$ cat src/rtl/motor_cmd_driver.sv
// motor_cmd_driver: dual H-bridge driver with dead-time reversal, wrap-aligned PWM duty and command watchdog
module motor_cmd_driver #(
    parameter int PRESCALE    = 10,
    parameter int DEAD_CYCLES = 5000,
    parameter int WDOG_CYCLES = 5000000
) (
    input  logic       clk,
    input  logic       rst_n,
    input  logic       cmd_valid,
    output logic       cmd_ready,
    input  logic [8:0] cmd_speed1,
    input  logic [8:0] cmd_speed2,
    output logic       ina1,
    output logic       inb1,
    output logic       ina2,
    output logic       inb2,
    output logic       pwm1,
    output logic       pwm2,
    output logic       timeout
);
    localparam logic [1:0] IDLE = 2'd0, FWD = 2'd1, REV = 2'd2, DEAD = 2'd3;
    localparam int DW = $clog2(DEAD_CYCLES + 1);
    localparam int WW = $clog2(WDOG_CYCLES + 1);

    logic          alive, acc, expire, tick, wrap;
    logic [15:0]   pre;
    logic [7:0]    cnt;
    logic [WW-1:0] wd;
    logic [1:0]    dead, ina, inb, pwm;
    logic [8:0]    speed [2];

    assign speed[0]  = cmd_speed1;
    assign speed[1]  = cmd_speed2;
    assign cmd_ready = alive && dead == 2'b00;
    assign acc       = cmd_valid && cmd_ready;
    assign tick      = pre == 16'(PRESCALE - 1);
    assign wrap      = tick && cnt == 8'hff;
    assign expire    = wd == WW'(WDOG_CYCLES - 1);

    always_ff @(posedge clk) begin
        if (!rst_n) begin
            alive   <= 1'b0;
            pre     <= '0;
            cnt     <= '0;
            wd      <= '0;
            timeout <= 1'b0;
        end else begin
            alive <= 1'b1;
            pre   <= tick ? '0 : pre + 16'd1;
            if (tick) cnt <= cnt + 8'd1;
            if (acc) wd <= '0;
            else if (wd != WW'(WDOG_CYCLES)) wd <= wd + 1'b1;
            if (acc) timeout <= 1'b0;
            else if (expire) timeout <= 1'b1;
        end
    end

    for (genvar m = 0; m < 2; m++) begin : g_motor
        logic [1:0]    state;
        logic          pend_rev;
        logic [DW-1:0] dcnt;
        logic [7:0]    duty, next_duty, mag;
        logic [8:0]    neg;
        always_comb begin
            neg = -speed[m];
            mag = !speed[m][8] ? speed[m][7:0] : (neg[8] ? 8'hff : neg[7:0]);
        end
        // Same-sign commands only stage the duty; it goes live at the counter wrap.
        always_ff @(posedge clk) begin
            if (!rst_n) begin
                state     <= IDLE;
                pend_rev  <= 1'b0;
                dcnt      <= '0;
                duty      <= '0;
                next_duty <= '0;
            end else if (acc) begin
                next_duty <= mag;
                if (wrap) duty <= mag;
                if (speed[m] == 9'd0) state <= IDLE;
                else if (state == IDLE) begin
                    state <= speed[m][8] ? REV : FWD;
                    duty  <= mag;
                end else if ((state == FWD) == speed[m][8]) begin
                    state    <= DEAD;
                    pend_rev <= speed[m][8];
                    dcnt     <= '0;
                end
            end else if (expire) begin
                state     <= IDLE;
                duty      <= '0;
                next_duty <= '0;
            end else begin
                if (wrap) duty <= next_duty;
                if (state == DEAD) begin
                    dcnt <= dcnt + 1'b1;
                    if (dcnt == DW'(DEAD_CYCLES - 1)) begin
                        state <= pend_rev ? REV : FWD;
                        duty  <= next_duty;
                    end
                end
            end
        end
        assign dead[m] = state == DEAD;
        assign ina[m]  = state == FWD;
        assign inb[m]  = state == REV;
        assign pwm[m]  = (state == FWD || state == REV) && cnt < duty;
    end

    assign ina1 = ina[0];
    assign inb1 = inb[0];
    assign pwm1 = pwm[0];
    assign ina2 = ina[1];
    assign inb2 = inb[1];
    assign pwm2 = pwm[1];
endmodule

$ cat config.mk
export PLATFORM = sky130hd
export DESIGN_NAME = motor_cmd_driver
export DESIGN_NICKNAME = d
export VERILOG_FILES = /design/src/rtl/motor_cmd_driver.sv
export SDC_FILE = /design/constraint.sdc
export NUM_CORES = 1
export LEC_CHECK = 0
export BUFFER_PORTS_ARGS = -buffer_cell sky130_fd_sc_hd__buf_2
export CORE_MARGIN = 10
export CORE_UTILIZATION = 32
export CTS_BUF_LIST = sky130_fd_sc_hd__clkbuf_8
export DETAILED_ROUTE_END_ITERATION = 16
export PLACE_DENSITY = 0.52
export SYNTH_ARGS = -nofsm -noshare
export SYNTH_HDL_FRONTEND = slang
export SYNTH_SLANG_ARGS = --single-unit
$ cat constraint.sdc
create_clock -name clk -period 3.9 [get_ports clk]
set_input_delay 0 -clock clk [delete_from_list [all_inputs] [get_ports clk]]
set_output_delay 0 -clock clk [all_outputs]
set_load 0.02 [all_outputs]
==> impl_metrics.ini, run 1 <==
[critical_path]
worstPathArrival_ns = 3.04
crit_type = in -> reg
cp-start-kind = primary input
cp_max_fo = 7
regToRegSetupSlack_ns = 1.25
end_kind = register
required_ns = 4.21

[timing]
hold_ws_ns = 0.0288
fmax_ghz = 0.366
fin_skew_ns = 0.0125
setup_viol = 0
finalHoldViolCount = 0
finalCriticalPeriod_ns = 2.73
finalMaxSlewViolations = 0
slew_headroom_pct = 41.1
rsz0062_at_grt = false
period_share_pct = 70.0
worst_slew_pin_slew_ns = 0.878
fin_tns_setup_ns = 0

[route]
wirelength_mm = 13.9
drt_pass1_iterations = 4
viasPerCell = 5.02
vias = 5056
route.detailed.drc = 0
drtIter0Drc = 260
ant_nets = 0
routedWlPerCell_microns = 13.8

[worst_hold_path]
hold_class = in -> reg

[cells_and_area]
stdcell_area_sq_um = 6890
nNetsFinal = 817
diodes = 0
areaGrowthSynthToFinish_pct = 13.6
drive_gt1_share_pct = 10.3

[synthesis]
synth_flop_cell = dfxtp_1
synth_edf_count = 0
syn_inst = 727
syn_nets = 781
ys_ff_latch = 113
ys_types = 70
synth.cell_area_sq_um = 6060
avgSynthCellArea_sq_um = 8.34
async_flop_share_pct = 0
ys_warn_count = 0
synth-seq-area-share_pct = 37.3

[floorplan]
dieArea_sq_um = 24900
die_h_microns = 158
start_util_pct = 32.5
rows = 50
io_pins = 29
die_x_microns = 158
placeableCoreArea_sq_um = 18600

[cts]
path_clk_slew_ns = 0.06
cts_buffers = 17
root_buffer = clkbuf_8
htreeDepth = 4
clock_sinks = 113
cts_buffer_depth = 2
clk_latency_ns = 0.44
ctsResizeCount = 0
cts_tree = done

[flow_run]
maxCapViolations = 0

[global_routing]
grt_pass1_vias = 4879
grt_max_degree = 46
antenna_found_initial = 0
grt_pass1_wl_mm = 23.4
grt_util_all_layers_pct = 11.5
grt_overflow = 0

[placement]
portBuffers = 28
dp_hpwl_mm = 9.94
gp_congestion = 0.863
placed_area_sq_um = 6380

[power_and_ir_drop]
irDropWorstVdd_v = 0.000123
p_leak_nw = 2.61
cellPowerDensity_nw_per_um2 = 371
p_total_mw = 2.56

[run_status]
run_status = finished clean
==> state kept, by name, summed over array words and instances, names as in the netlist, 2 cells and up <==
signal,flops
g_motor.dcnt,26
wd,23
g_motor.duty,16
g_motor.next_duty,16
pre,16
cnt,8
g_motor.state,4
g_motor.pend_rev,2
==> worst paths after layout <==
check | cells past startpoint | startpoint | end
setup / recovery | 11 | cmd_speed2[5] | g_motor[1].duty[7]
hold reg to reg | 2 | timeout | timeout
hold / removal | 5 | cmd_speed1[0] | g_motor[0].next_duty[0]
setup reg to reg | 6 | wd[10] | g_motor[0].duty[6]
==> synth_stat cells, types with 6 or more instances <==
| cell type | n | area, sq um |
|---|---|---|
| a31oi_1 | 6 | 37.5 |
| a21oi_1 | 58 | 290 |
| inv_1 | 40 | 150 |
| nand4_1 | 10 | 62.6 |
| nor4_1 | 7 | 43.8 |
| o21ai_0 | 29 | 145 |
| nor3_1 | 15 | 75.1 |
| nand2_1 | 35 | 131 |
| o22ai_1 | 9 | 56.3 |
| nand2b_1 | 9 | 56.3 |
| o2111ai_1 | 7 | 61.3 |
| nand3_1 | 31 | 155 |
| a22oi_1 | 10 | 75.1 |
| xnor2_1 | 22 | 193 |
| mux2i_1 | 11 | 110 |
| or3_1 | 10 | 62.6 |
| and3_1 | 15 | 93.8 |
| clkbuf_1 | 15 | 56.3 |
| ha_1 | 33 | 413 |
| dfxtp_1 | 113 | 2260 |
| xor2_1 | 34 | 298 |
| nor2_1 | 113 | 424 |
==> final cells by class <==
class                   count  area [sq um]
repair buffers             42           275
fillers                  1954         11800
flip-flops and latches    113          2260
multi-input cells         548          3510
clock inverters             7          85.1
clock buffers              22           303
well taps                 234           293
inverters                  41           154
==> worst max-delay path, cell delays in order <==
cell           delay, ns
dlygate4sd3_1       0.55
buf_2               0.15
or4_1               0.55
nor4_1              0.30
ha_1                0.38
nor2b_1             0.42
o21ai_0             0.17
nand2_1             0.09
o21ai_0             0.16
mux2i_1             0.19
o22ai_1             0.10
==> stage by stage <==
| step | utilization (%) | setup slack (ns) | instances |
|---|---|---|---|
| 6_report | 36.9 | 1.17 | 1007 |
| 4_1_cts | 36.9 | 1.19 | 1007 |
| 3_5_place_dp | 34.2 | 1.11 | 966 |
| 3_3_place_gp | 34.2 | 1.16 | 966 |
| 5_1_grt | 36.9 | 0.956 | 1007 |
| 2_1_floorplan | - | 1.45 | 727 |
==> cell families after synthesis <==
family | Yosys count | share of synthesized area (%)
adders and majority gates | 33 | 6.81
DFF | 113 | 37.3
buffers and inverters | 66 | 4.75
xor gates and xnor gates | 56 | 8.09
muxes | 14 | 2.37
and+or+nand+nor | 285 | 23.9
AOI/OAI and AO/OA | 160 | 16.7
==> placed cells by master, fill, tap and decap left out, drive strengths merged, types with 8 or more instances in the layout <==
master and count:
and3 15, nor2 114, xor2 34, nor4 8, ha 33, nor3 15, mux2i 11, o22ai 9
dlygate4sd3 12, xnor2 22, a21oi 60, buf 30, nand2 36, or3 12, clkbuf 22, dfxtp 113
o21ai 32, nand2b 9, nand4 11, nand3 31, a22oi 10, inv 43
==> metal layers <==
layer	GRT usage, %	part of all wire (%)	vias up	wire (microns)
met3	3.04	3.2	14	452
met4	4.36	1.4	0	194
li1	-	-	2641	-
met1	14.5	49	2343	6870
met5	0	0	-	0
met2	18.4	46	58	6390
==> where the power goes <==
group | leakage, nW | internal, mW | switching (mW)
clock network | 0.205 | 0.635 | 0.453
registers | 0.916 | 1.18 | 0.0214
logic | 1.49 | 0.102 | 0.160
==> timing repair <==
item,in CTS,in global routing
hold buffers,12,0
hold endpoints to repair,17,0
buffers inserted,0,0
No activity file was read; power rests on OpenSTA's default activity.
==> run 2, diff against run 1 <==
--- a/config.mk
+++ b/config.mk
@@ -10,7 +10,7 @@
 export CORE_UTILIZATION = 32
 export CTS_BUF_LIST = sky130_fd_sc_hd__clkbuf_8
 export DETAILED_ROUTE_END_ITERATION = 16
-export PLACE_DENSITY = 0.52
+export PLACE_DENSITY = 0.54
 export SYNTH_ARGS = -nofsm -noshare
 export SYNTH_HDL_FRONTEND = slang
 export SYNTH_SLANG_ARGS = --single-unit
==> constraint.sdc (replaced) <==
create_clock -name clk -period 2.2 [get_ports clk]
set_input_delay 0 -clock clk [delete_from_list [all_inputs] [get_ports clk]]
set_output_delay 0 -clock clk [all_outputs]
set_load 0.02 [all_outputs]
==> impl_metrics.ini, run 2 (same netlist as run 1, synthesis figures left out) <==
[timing]
setup_viol = 0
finalMaxSlewViolations = 0
finalHoldViolCount = 0
rsz0062_at_grt = false
slew_headroom_pct = 68.6
fin_skew_ns = 0.0140
finalCriticalPeriod_ns = 2.05
worst_slew_pin_slew_ns = 0.471
fin_tns_setup_ns = 0
fmax_ghz = 0.489
period_share_pct = 93.0

[flow_run]
maxCapViolations = 0

[power_and_ir_drop]
irDropWorstVdd_v = 0.000339
p_total_mw = 4.69
cellPowerDensity_nw_per_um2 = 627
p_leak_nw = 2.98

[floorplan]
placeableCoreArea_sq_um = 18600
dieArea_sq_um = 24900
rows = 50
io_pins = 29
die_x_microns = 158
start_util_pct = 32.5
die_h_microns = 158

[placement]
dp_hpwl_mm = 10.6
portBuffers = 28
gp_congestion = 0.829

[cells_and_area]
layout_common_cells = dfxtp_1, nor2_1, buf_4
diodes = 0
areaGrowthSynthToFinish_pct = 23.5
regMostFlops = g_motor.dcnt
drive_gt1_share_pct = 20.6
layout_commonest_cell = dfxtp_1
nNetsFinal = 886
largest_reg_flops = 26
top_regs = g_motor.dcnt (26), wd (23)

[critical_path]
required_ns = 2.51
worstPathArrival_ns = 2.36
crit_type = reg -> reg
cp_max_fo = 7
end_kind = register
cp-start-kind = register

[route]
drtIter0Drc = 280
drt_pass1_iterations = 5
routed.top_layer = met4
met3WireLength_microns = 584
ant_nets = 0
vias = 5308
viasPerCell = 4.92
routedWlPerCell_microns = 13.4
wl_met2_mm = 6.40
drt-met1-wl_mm = 7.36
wirelength_mm = 14.5
route.detailed.drc = 0

[cts]
cts_buffer_depth = 2
root_buffer = clkbuf_8
htreeDepth = 4
cts_tree = done
path_clk_slew_ns = 0.07
clk_latency_ns = 0.43
cts_buffers = 17
clock_sinks = 113

[global_routing]
grt_pass1_wl_mm = 24.5
grt_pass1_vias = 5039
antenna_found_initial = 0
grt_max_degree = 25
grt_util_all_layers_pct = 12.0
grt_overflow = 0

[worst_hold_path]
hold_class = in -> reg

[run_status]
run_status = finished clean
[run 2: cell types whose count changed in the layout (fill, tap and decap cells not counted), sizes merged]
cell / previous run / this run
inv: 43 / 42
clkinv: 2 / 5
clkinvlp: 1 / 2
buf: 30 / 105
dlygate4sd3: 12 / 6
[run 2: worst paths after layout]
| check | cells after the start | start | endpoint | slack (ns) |
|---|---|---|---|---|
| max | 8 | g_motor[1].state[0] | g_motor[0].state[0] | 0.15 |
| min | 3 | cmd_speed1[6] | g_motor[0].next_duty[6] | 0.03 |
| max reg2reg | 8 | g_motor[1].state[0] | g_motor[0].state[0] | 0.15 |
| min reg2reg | 2 | timeout | timeout | 0.45 |
[run 2: power by group]
part | switching [mW] | leakage, nW | internal, mW
combinational | 0.309 | 1.85 | 0.239
sequential | 0.0313 | 0.917 | 2.10
clock | 0.866 | 0.212 | 1.15
[run 2: layer usage]
layer,up-vias,track usage (%)
met5,-,0
met4,0,3.78
met3,8,3.09
met2,74,18.5
met1,2438,16.0
li1,2788,-
[run 2: final cells by class]
class | instances | area [sq um]
Fill cell | 1913 | 11200
Multi-Input combinational cell | 548 | 3590
Sequential cell | 113 | 2260
Timing Repair Buffer | 111 | 778
Clock buffer | 22 | 303
Tap cell | 234 | 293
Inverter | 41 | 154
Clock inverter | 10 | 108
[run 2: metrics by stage]
stage / hold slack [ns] / std cells / worst slack (ns) / util (%) / instance area [sq um]
floorplan: 0.0277 / 727 / 0.00249 / - / 6110
global placement: 0.313 / 1040 / -0.207 / 37.4 / 6970
detailed placement: 0.316 / 1040 / -0.236 / 37.4 / 6970
CTS: 0.00368 / 1078 / 0.0656 / 39.9 / 7440
global route: 0.0394 / 1079 / 0.00423 / 40.2 / 7490
finish: 0.0278 / 1079 / 0.155 / 40.2 / 7490
[run 2: repair_timing]
| action | in CTS | in global routing |
|---|---|---|
| endpoints found under the hold margin | 11 | 0 |
| hold buffers | 6 | 0 |
| resized for setup | 0 | 9 |
| setup buffers | 0 | 1 |
| endpoints found under the setup margin | 0 | 23 |
[run 2: critical path, cell delays in order, from the launching register on]
cell and delay (ns):
dfxtp_1 0.34, ha_1 0.24, nor3b_2 0.24, nand2_2 0.17, buf_4 0.18, or3_1 0.32
o22a_1 0.23, o21ai_0 0.15, a21oi_1 0.06
